<file path="src/rtl/panda_risc_v_divider_pkg.sv">
// Shared constants for the divider: FSM state encodings and iteration count.
package panda_risc_v_divider_pkg;

    typedef enum logic [1:0] {
        DIV_STS_IDLE = 2'd0,
        DIV_STS_CALC = 2'd1,
        DIV_STS_OUT  = 2'd2
    } div_sts_e;

    localparam int DIV_ITER_N = 32;

endpackage

</file>
<file path="src/rtl/panda_risc_v_div_step.sv">
// One restoring radix-2 division step: shift in the next dividend bit, trial-subtract the divisor.
module panda_risc_v_div_step (
    input  logic [32:0] r_i,
    input  logic [31:0] q_i,
    input  logic [31:0] b_i,
    output logic [32:0] r_o,
    output logic [31:0] q_o,
    output logic        q_bit_o
);

    logic [32:0] shl;
    logic [32:0] t;
    logic        unused_r_msb;

    // R stays below the divisor, so its top bit is always zero and is not shifted in
    assign unused_r_msb = r_i[32];
    assign shl          = {r_i[31:0], q_i[31]};
    assign t            = shl - {1'b0, b_i};
    assign q_bit_o      = ~t[32];
    assign r_o          = q_bit_o ? t : shl;
    assign q_o          = {q_i[30:0], q_bit_o};

endmodule

</file>
<file path="src/rtl/panda_risc_v_divider.sv">
// Iterative DIV/DIVU/REM/REMU unit: sign-magnitude restoring division, one operation in flight.
module panda_risc_v_divider
    import panda_risc_v_divider_pkg::*;
(
    input  logic        clk,
    input  logic        resetn,
    input  logic [32:0] s_div_op_a,
    input  logic [32:0] s_div_op_b,
    input  logic        s_div_rem_sel,
    input  logic [4:0]  s_div_rd_id,
    input  logic        s_div_valid,
    output logic        s_div_ready,
    output logic [31:0] m_div_res,
    output logic [4:0]  m_div_res_rd_id,
    output logic        m_div_res_valid,
    input  logic        m_div_res_ready
);

    div_sts_e    state_q;
    logic [5:0]  cnt_q;
    logic [32:0] r_q;
    logic [31:0] q_q;
    logic [31:0] b_q;
    logic        sign_a_q;
    logic        neg_q_q;
    logic        rem_sel_q;
    logic [4:0]  rd_q;
    logic [31:0] res_q;
    logic        valid_q;
    logic        ready_q;

    logic [32:0] r_d;
    logic [31:0] q_d;
    logic        q_bit_unused;
    logic [31:0] mag_a;
    logic [31:0] mag_b;
    logic [31:0] quo_fix;
    logic [31:0] rem_fix;

    assign mag_a   = s_div_op_a[32] ? (~s_div_op_a[31:0] + 32'd1) : s_div_op_a[31:0];
    assign mag_b   = s_div_op_b[32] ? (~s_div_op_b[31:0] + 32'd1) : s_div_op_b[31:0];
    assign quo_fix = neg_q_q  ? (~q_d + 32'd1)       : q_d;
    assign rem_fix = sign_a_q ? (~r_d[31:0] + 32'd1) : r_d[31:0];

    panda_risc_v_div_step u_step (
        .r_i     (r_q),
        .q_i     (q_q),
        .b_i     (b_q),
        .r_o     (r_d),
        .q_o     (q_d),
        .q_bit_o (q_bit_unused)
    );

    always_ff @(posedge clk or negedge resetn) begin
        if (!resetn) begin
            state_q   <= DIV_STS_IDLE;
            cnt_q     <= '0;
            r_q       <= '0;
            q_q       <= '0;
            b_q       <= '0;
            sign_a_q  <= 1'b0;
            neg_q_q   <= 1'b0;
            rem_sel_q <= 1'b0;
            rd_q      <= '0;
            res_q     <= '0;
            valid_q   <= 1'b0;
            ready_q   <= 1'b1;
        end else begin
            case (state_q)
                DIV_STS_IDLE: begin
                    if (s_div_valid) begin
                        sign_a_q  <= s_div_op_a[32];
                        neg_q_q   <= s_div_op_a[32] ^ s_div_op_b[32];
                        rem_sel_q <= s_div_rem_sel;
                        rd_q      <= s_div_rd_id;
                        b_q       <= mag_b;
                        ready_q   <= 1'b0;
                        if (s_div_op_b == 33'd0) begin
                            // Divide by zero: architectural result, no iterations
                            state_q <= DIV_STS_OUT;
                            res_q   <= s_div_rem_sel ? s_div_op_a[31:0] : 32'hFFFF_FFFF;
                            valid_q <= 1'b1;
                        end else begin
                            state_q <= DIV_STS_CALC;
                            cnt_q   <= '0;
                            r_q     <= '0;
                            q_q     <= mag_a;
                        end
                    end
                end
                DIV_STS_CALC: begin
                    r_q   <= r_d;
                    q_q   <= q_d;
                    cnt_q <= cnt_q + 6'd1;
                    if (cnt_q == 6'(DIV_ITER_N - 1)) begin
                        state_q <= DIV_STS_OUT;
                        res_q   <= rem_sel_q ? rem_fix : quo_fix;
                        valid_q <= 1'b1;
                    end
                end
                DIV_STS_OUT: begin
                    if (m_div_res_ready) begin
                        state_q <= DIV_STS_IDLE;
                        valid_q <= 1'b0;
                        ready_q <= 1'b1;
                    end
                end
                default: begin
                    state_q <= DIV_STS_IDLE;
                    valid_q <= 1'b0;
                    ready_q <= 1'b1;
                end
            endcase
        end
    end

    assign s_div_ready     = ready_q;
    assign m_div_res       = res_q;
    assign m_div_res_rd_id = rd_q;
    assign m_div_res_valid = valid_q;

endmodule

</file>
<file path="config.mk">
export PLATFORM = sky130hd
export DESIGN_NAME = panda_risc_v_divider
export DESIGN_NICKNAME = d
export VERILOG_FILES = /design/src/rtl/panda_risc_v_divider_pkg.sv /design/src/rtl/panda_risc_v_div_step.sv /design/src/rtl/panda_risc_v_divider.sv
export SDC_FILE = /design/constraint.sdc
export NUM_CORES = 1
export LEC_CHECK = 0
export ABC_AREA = 0
export CAP_MARGIN = 20
export CORE_MARGIN = 3
export CORE_UTILIZATION = 45
export CTS_CLUSTER_SIZE = 24
export DETAILED_ROUTE_END_ITERATION = 6
export PLACE_DENSITY = 0.72
export SLEW_MARGIN = 20
export SYNTH_ARGS = -nofsm -noshare
export SYNTH_HDL_FRONTEND = slang
export SYNTH_SLANG_ARGS = --single-unit
</file>
<file path="constraint.sdc">
create_clock -name clk -period 5.1 [get_ports clk]
set_clock_uncertainty 0.1 [all_clocks]
set_input_delay 1.53 -clock clk [delete_from_list [all_inputs] [get_ports clk]]
set_output_delay 1.53 -clock clk [all_outputs]
set_load 0.005 [all_outputs]
</file>
[Yosys cells after proc, flatten, opt, wreduce, memory -nomap -nowiden]
Cells that the tools add are included.
Cells by class
  equality and inequality tests: 8
  reductions and logical operators: 9
  add/sub/neg operators: 6
  mux-type cells: 33
  bitwise operators: 7
Operator list (count)
  $mux 32: 14
  $pmux 32 s2: 3
  $add 32x1->32 const B: 4
  $not 32->32: 4
  $logic_not 33->1: 1
  $sub 33x32->33: 1
  $mux 6: 2
  $pmux 6 s2: 1
  $ne 2x2->1 const B: 5
  $reduce_and 3->1: 3
  $mux 2: 4
  $reduce_and 4->1: 2
  $add 6x1->6 const B: 1
  $eq 6x5->1 const B: 1
  $mux 1: 6
  $pmux 1 s3: 2
  $pmux 2 s3: 1
  $eq 2x1->1 const B: 1
  $eq 2x2->1 const B: 1
  $logic_not 2->1: 1
  $not 1->1: 2
  $reduce_and 2->1: 1
  $reduce_bool 2->1: 1
  $xor 1x1->1: 1
Storage, ports and cells
  logic and storage cells: 75
  bits of input ports: 76
  bits in registers: 146

[Longest topological paths before layout]
Gate-level depths: netlist (run 1).
  word-level depth: 8
  depth in mapped cells: 24

[Modules after synthesis]
Synthesis (run 1) repeated with hierarchy kept, for this count alone.
Unflattened totals
  cells, all modules: 1403
  area total of the unflattened synthesis: 11901.4 um^2
By module, submodules not included
  panda_risc_v_divider: cells each 1012, instances 1, area an instance 9172.5 um^2, seq. area each 3679.8 um^2
  panda_risc_v_div_step: cells each 391, instances 1, area an instance 2728.9 um^2, seq. area each 0.0 um^2

[Worst setup path before layout (run 1)]
OpenSTA, ideal clock, no wires.
  kind: reg2reg
  from: register q_q[31]
  to: register res_q[26], in the netlist m_div_res[26]
  data required time: 4924 ps
  data arrival time: 5045 ps
  setup slack: -121 ps
  cell stages (with the launch flop): 25
  buffers on the path: 3
  period minus slack after synthesis: 5221 ps
  cells stage by stage: dfrtp_1 > inv_1 > ha_1 > inv_1 > fa_1 > a211oi_2 > o211ai_1 > nand3_1 > a2111o_1 > and3_1 > buf_2 > nor2_8 > inv_2 > clkbuf_1 > clkbuf_1 > nor2_1 > a21oi_1 > ha_1 > nand3_1 > mux2_2 > or4b_4 > o41ai_2 > xor2_1 > a21oi_1 > o21ai_1
On the way
  cells in the longest elaborated chain, start to end: 8
  elaborated cells on any way between the ends: 12
  those cells by class: add/sub (3); mux (6); bitwise (3)
RTL lines
  start: declaration: line panda_risc_v_divider.sv:22  | logic [31:0] q_q;
  start signal: assignment: line panda_risc_v_divider.sv:87  | q_q <= mag_a;
  start signal: assignment: line panda_risc_v_divider.sv:93  | q_q <= q_d;
  $sub 33x32->33: line panda_risc_v_div_step.sv:18  | assign t = shl - {1'b0, b_i};
  $mux 32 / $not 1->1 (equally long branches): line panda_risc_v_div_step.sv:20, panda_risc_v_div_step.sv:19
  $not 32->32 (on tied branches): line panda_risc_v_divider.sv:43, panda_risc_v_divider.sv:42
  $add 32x1->32 (on tied branches): line panda_risc_v_divider.sv:43, panda_risc_v_divider.sv:42
  $mux 32 (on tied branches): line panda_risc_v_divider.sv:43, panda_risc_v_divider.sv:42
  $mux 32 *: line panda_risc_v_divider.sv:97  | res_q <= rem_sel_q ? rem_fix : quo_fix;
  $mux 32 *: line panda_risc_v_divider.sv:95  | if (cnt_q == 6'(DIV_ITER_N - 1)) begin
  $pmux 32 s2 *: line panda_risc_v_divider.sv:69  | case (state_q)
  end signal: assignment: line panda_risc_v_divider.sv:81  | res_q <= s_div_rem_sel ? s_div_op_a[31:0] : 32'hFFFF_FFFF;
  end signal: assignment: line panda_risc_v_divider.sv:97
  end: declaration: line panda_risc_v_divider.sv:28  | logic [31:0] res_q;
Every way passes the cells marked *; elsewhere a longest branch is shown, timed or not. The select of a mux whose other input is x is not followed.
A chain may end at the register's enable or synchronous reset.

[Worst setup path after layout (run 1)]
  from: input port s_div_op_a[6]
  to: register q_q[31]
On the way
  cells in the longest elaborated chain, start to end: 6
RTL lines
  start: declaration: line panda_risc_v_divider.sv:7  | input logic [32:0] s_div_op_a,
  $not 32->32: line panda_risc_v_divider.sv:40  | assign mag_a = s_div_op_a[32] ? (~s_div_op_a[31:0] + 32'd1) : s_div_op_a[31:0];
  $add 32x1->32: line panda_risc_v_divider.sv:40
  $mux 32: line panda_risc_v_divider.sv:40
  $mux 32: line panda_risc_v_divider.sv:78  | if (s_div_op_b == 33'd0) begin
  $mux 32: line panda_risc_v_divider.sv:71  | if (s_div_valid) begin
  $pmux 32 s2: line panda_risc_v_divider.sv:69
Every way passes these cells. The select of a mux whose other input is x is not followed.

==> flow_metrics.env, run 1 <==
export IMPL_drive_gt1_frac=0.1112
export IMPL_avgSynthCellArea_um2=7.975
export IMPL_ys_types=78
export IMPL_clkSinkCount=146
export IMPL_async_flop_share=1.000
export IMPL_fmax_ghz=0.2010
export IMPL_antenna_found_initial=0
export IMPL_dp_hpwl_um=26500
export IMPL_synth_top_area_frac=0.3106
export IMPL_drt_iter0_drc=958
export IMPL_clk_pin_slew_worst_paths_ns=0.06
export IMPL_syn_area_um2=11680
export IMPL_endpoint_kind="register"
export IMPL_cp_data_required_time_ns=5.31
export IMPL_synthTopCellsByArea="dfrtp_1 (31%), o21ai_0 (8.2%), xor2_1 (6.7%), nand2_1 (6.6%), ha_1 (4.0%)"
export IMPL_grt_max_degree=89
export IMPL_dpl_cell_area_um2=13680
export IMPL_syn_inst=1465
export IMPL_worstPathArrival_ns=5.19
export IMPL_syn_to_final_growth_pct=22.61
export IMPL_maxSlewHeadroom=0.2536
export IMPL_tritoncts="yes"
export IMPL_yosysWarnings=0
export IMPL_start_kind="input pin"
export IMPL_tns_ns=0
export IMPL_antenna_left=0
export IMPL_multi_input_area_um2=7550
export IMPL_synth_flop_cell="dfrtp_1"
export IMPL_vias=11611
export IMPL_synth_nets=1579
export IMPL_register_area_um2=3655
export IMPL_finalSetupViolCount=0
export IMPL_final_nets=1720
export IMPL_maxCapViolations=0
export IMPL_cts_root_buf="clkbuf_16"
export IMPL_htree_levels=4
export IMPL_yosysSeqAreaShare=0.3128
export IMPL_yosysMostFrequentCell="nand2_1"
export IMPL_synth_seq_cells=146
export IMPL_design_core_area_um2=25330
export IMPL_rows=58
export IMPL_synth_common_cells="nand2_1 (206), o21ai_0 (191), dfrtp_1 (145)"
export IMPL_boundaryPins=115
export IMPL_max_slew_worst_pin_slew_ns=1.120
export IMPL_grt_pass1_wl_um=57640
export IMPL_outcome="completed"
export IMPL_via_per_inst=5.957
export IMPL_min_path_type="register to register"
export IMPL_cts_buffers=17
export IMPL_drc_errors=0
export IMPL_place_congestion=0.9111
export IMPL_portBuffers=114
export IMPL_crit_type="input pin to register"
export IMPL_grt_pass1_vias=11166
export IMPL_cp_max_fo=4
export IMPL_grt_usage=0.2503
export IMPL_n_antenna_cell=0
export IMPL_maxSlewViolCount=0
export IMPL_clockBufferDepth=2
export IMPL_rsz0062_at_grt="true"
export IMPL_initial_utilization=0.4613
export IMPL_die_w_um=167.1
export IMPL_post_route_period_util=0.9757
export IMPL_r2r_slack_ns=0.13
export IMPL_hold_viol=0
export IMPL_finalInstanceArea_um2=14330
export IMPL_synth_edff_count=0
export IMPL_synth_top_area_cell="dfrtp_1"
export IMPL_nFillCells=2343
export IMPL_post_drt_wl_per_cell_um=18.26
export IMPL_grt_remaining_overflow=0
export IMPL_insertion_delay_ns=0.43
export IMPL_first_pass_iters=5
export IMPL_drt_total_wl_um=35590
export IMPL_die_area_um2=27930
export IMPL_die_y_um=167.1
export IMPL_layout_min_cycle_time_ns=4.976
==> layout make-up <==
type,instances,share of cell area
multi-input combinational,1181,0.5270
sequential,146,0.2551
timing repair buffer,213,0.1363
clock buffer,20,0.03118
tap,330,0.02882
inverter,47,0.01232
clock inverter,12,0.009258
==> logic make-up (layout without fill, tap and decap cells) <==
family / count (synthesis) / count (layout) / share of synthesized area
buf+inv: 138 / 292 / 0.04594
flops: 146 / 146 / 0.3128
compound gates: 466 / 466 / 0.2532
simple gates: 497 / 497 / 0.2069
xor+xnor: 139 / 139 / 0.1042
mux: 41 / 41 / 0.03566
fa+ha+maj: 38 / 38 / 0.04134
==> registers in the layout (all words and copies together), names as in the netlist, 2 cells and up <==
name             count
state_q              2
q_q                 32
m_div_res_rd_id      5
cnt_q                6
b_q                 32
r_q                 32
m_div_res           32
==> critical path, cell delays in order <==
cell and delay [ns]:
buf_2 0.10, or4_4 0.55, or3_4 0.39, or4_4 0.43, or4_4 0.50, or4_4 0.54
or4_4 0.48, o31ai_4 0.24, xor2_1 0.16, nor2_1 0.06, a21oi_2 0.13, o21ai_1 0.07
==> placed cells by master, fill, tap and decap left out, types with 12 or more instances in the layout <==
cell type,count
o21ai_0,191
a21oi_1,87
nor3_1,26
nor4_1,12
inv_1,46
nand2b_1,15
nor2_1,91
clkdlybuf4s50_1,108
nand2_1,206
and3_1,12
ha_1,36
mux2i_1,35
nand3_1,21
dfrtp_1,145
o31ai_1,31
xor2_1,89
clkbuf_16,17
or3_1,25
a21o_1,12
nand4_1,14
xnor2_1,50
a22oi_1,14
buf_4,92
or4_1,16
==> metal layers <==
layer / global-route usage / vias up / routed length, um
met5: 0 / - / 0
met1: 0.3357 / 5617 / 15920
met4: 0.07542 / 0 / 919
met3: 0.03352 / 65 / 1668
li1: - / 5573 / -
met2: 0.4239 / 356 / 17090
==> repair_timing <==
item	4_1_cts	5_1_grt
setup endpoints to repair	6	11
hold buffers	0	0
pin swaps	8	6
setup buffers	3	1
resized for setup	16	10
==> final timing paths <==
kind,startpoint,to,cells past startpoint
max,s_div_op_a[6],q_q[31],12
min,m_div_res[2],m_div_res[2],2
max reg2reg,q_q[31],m_div_res[26],20
min reg2reg,m_div_res[2],m_div_res[2],2
max in group asynchronous,resetn,m_div_res[10],2
min in group asynchronous,resetn,b_q[31],1
==> through the flow <==
stage	hold WS, ns	instances	utilization	setup WS [ns]
final	0.3773	1949	0.5656	0.1242
after global routing	0.4090	1949	0.5656	-0.03219
after CTS	0.3847	1948	0.5635	0.001811
after detailed placement	0.3694	1913	0.5400	-0.4957
after global placement	0.3564	1913	0.5400	-0.4800
after floorplan	0.3498	1465	-	0.01382
Power of run 1 is not shown: default switching activity piles up to over one toggle a cycle in this logic, so the estimate is an artifact.
==> inputs of run 2 (changes only) <==
Settings changed: CTS_CLUSTER_SIZE 24 to 16.
==> results of run 2 <==
The final DEF is identical to that of run 1; final timing and power are the same.
Power of run 2 is left out for the same reason.
==> inputs of run 3 (changes only) <==
Settings changed: CORE_UTILIZATION 45 to 39, PLACE_DENSITY 0.72 to 0.64.
==> run 3 against run 2 <==
  * Count of clock-buffer cells in the layout shrank 1
  * First-iteration DRC count shrank 2.7%
  * Register-to-register slack gained 0.05 ns
  * Critical path depth is the same
  * Global-route usage shrank 2.1 points
  * Sequential share of layout area shrank 0.35 points
  * Final cell count grew 3.0%
  * Critical endpoint unchanged
  * Critical path type unchanged
  * Wire length grew 2.7%
  * Flip-flop and latch count is the same
==> flow_metrics.env, run 3 (same netlist as run 1, synthesis figures left out) <==
export IMPL_antenna_found_initial=0
export IMPL_initial_utilization=0.4016
export IMPL_htree_levels=4
export IMPL_final_nets=1725
export IMPL_drt_total_wl_um=36560
export IMPL_portBuffers=114
export IMPL_n_antenna_cell=0
export IMPL_tritoncts="yes"
export IMPL_die_area_um2=32070
export IMPL_antenna_left=0
export IMPL_rows=62
export IMPL_vias=11646
export IMPL_crit_type="input pin to register"
export IMPL_clockBufferDepth=2
export IMPL_post_route_period_util=0.9835
export IMPL_boundaryPins=115
export IMPL_grt_max_degree=77
export IMPL_drc_errors=0
export IMPL_syn_to_final_growth_pct=24.34
export IMPL_maxCapViolations=0
export IMPL_layout_commonest_cell="nand2_1"
export IMPL_design_core_area_um2=29090
export IMPL_grt_usage=0.2290
export IMPL_post_drt_wl_per_cell_um=18.21
export IMPL_clk_pin_slew_worst_paths_ns=0.06
export IMPL_die_y_um=179.1
export IMPL_layout_min_cycle_time_ns=5.016
export IMPL_cp_max_fo=3
export IMPL_endpoint_kind="register"
export IMPL_cp_data_required_time_ns=5.32
export IMPL_drive_gt1_frac=0.1182
export IMPL_maxSlewHeadroom=0.4451
export IMPL_final_cell_mix="nand2_1 (206), o21ai_0 (190), dfrtp_1 (144)"
export IMPL_first_pass_iters=5
export IMPL_start_kind="input pin"
export IMPL_grt_remaining_overflow=0
export IMPL_hold_viol=0
export IMPL_grt_pass1_vias=11363
export IMPL_fmax_ghz=0.1994
export IMPL_grt_pass1_wl_um=58920
export IMPL_max_slew_worst_pin_slew_ns=0.8323
export IMPL_maxSlewViolCount=0
export IMPL_worstPathArrival_ns=5.24
export IMPL_via_per_inst=5.800
export IMPL_insertion_delay_ns=0.43
export IMPL_cts_root_buf="clkbuf_16"
export IMPL_dp_hpwl_um=27500
export IMPL_clkSinkCount=146
export IMPL_finalSetupViolCount=0
export IMPL_drt_iter0_drc=932
export IMPL_tns_ns=0
export IMPL_rsz0062_at_grt="false"
export IMPL_place_congestion=0.8951
export IMPL_die_w_um=179.1
export IMPL_min_path_type="register to register"
export IMPL_cts_buffers=17
export IMPL_outcome="completed"
-- run 3: final timing paths --
check,startpoint,endpoint,slack [ns],depth (start not counted)
max,s_div_op_a[7],q_q[31],0.08,12
min,b_q[5],b_q[5],0.38,2
max reg2reg,r_q[10],m_div_res[26],0.18,18
min reg2reg,b_q[5],b_q[5],0.38,2
max in group asynchronous,resetn,b_q[13],2.92,2
min in group asynchronous,resetn,r_q[28],1.05,1
-- run 3: stage by stage --
step	hold slack (ns)	setup slack [ns]	cells	util	area [um2]
5_1_grt	0.3946	0.02045	2008	0.4994	14530
4_1_cts	0.3838	-0.004164	2006	0.4964	14440
3_5_place_dp	0.3684	-0.4917	1972	0.4729	13760
2_1_floorplan	0.3498	0.01382	1465	-	11690
3_3_place_gp	0.3576	-0.5082	1972	0.4729	13760
6_report	0.3788	0.08391	2008	0.4994	14530
-- run 3: worst max-delay path, cell delays in order --
cell and delay [ns]:
buf_6 0.09, or4_4 0.57, or3_4 0.39, or4_4 0.44
or4_4 0.56, or4_4 0.54, or4_4 0.47, o31ai_4 0.23
xor2_1 0.16, nor2_1 0.06, a21oi_2 0.13, o21ai_1 0.07
-- run 3: repair_timing --
item	CTS	global route
pin swaps	8	10
hold endpoints to repair	0	0
endpoints found under the setup margin	4	13
resized for setup	20	15
hold buffers	0	0
buffers inserted	2	2
-- run 3: area by class of cell --
| type | instances | area, um2 |
|---|---|---|
| Clock buffer | 19 | 442.9 |
| Tap cell | 384 | 480.5 |
| Fill cell | 2810 | 14560 |
| Inverter | 47 | 178.9 |
| Sequential cell | 146 | 3656 |
| Multi-Input combinational cell | 1181 | 7592 |
| Clock inverter | 13 | 197.7 |
| Timing Repair Buffer | 218 | 1979 |
-- run 3: routing by layer --
layer  GRT usage  share of wire  vias up
met5           0              0        -
met4     0.08182          0.032        0
met3     0.03410          0.049       73
met2      0.3850           0.47      385
met1      0.2991           0.44     5601
li1            -              -     5587
Power of run 3 is left out for the same reason.
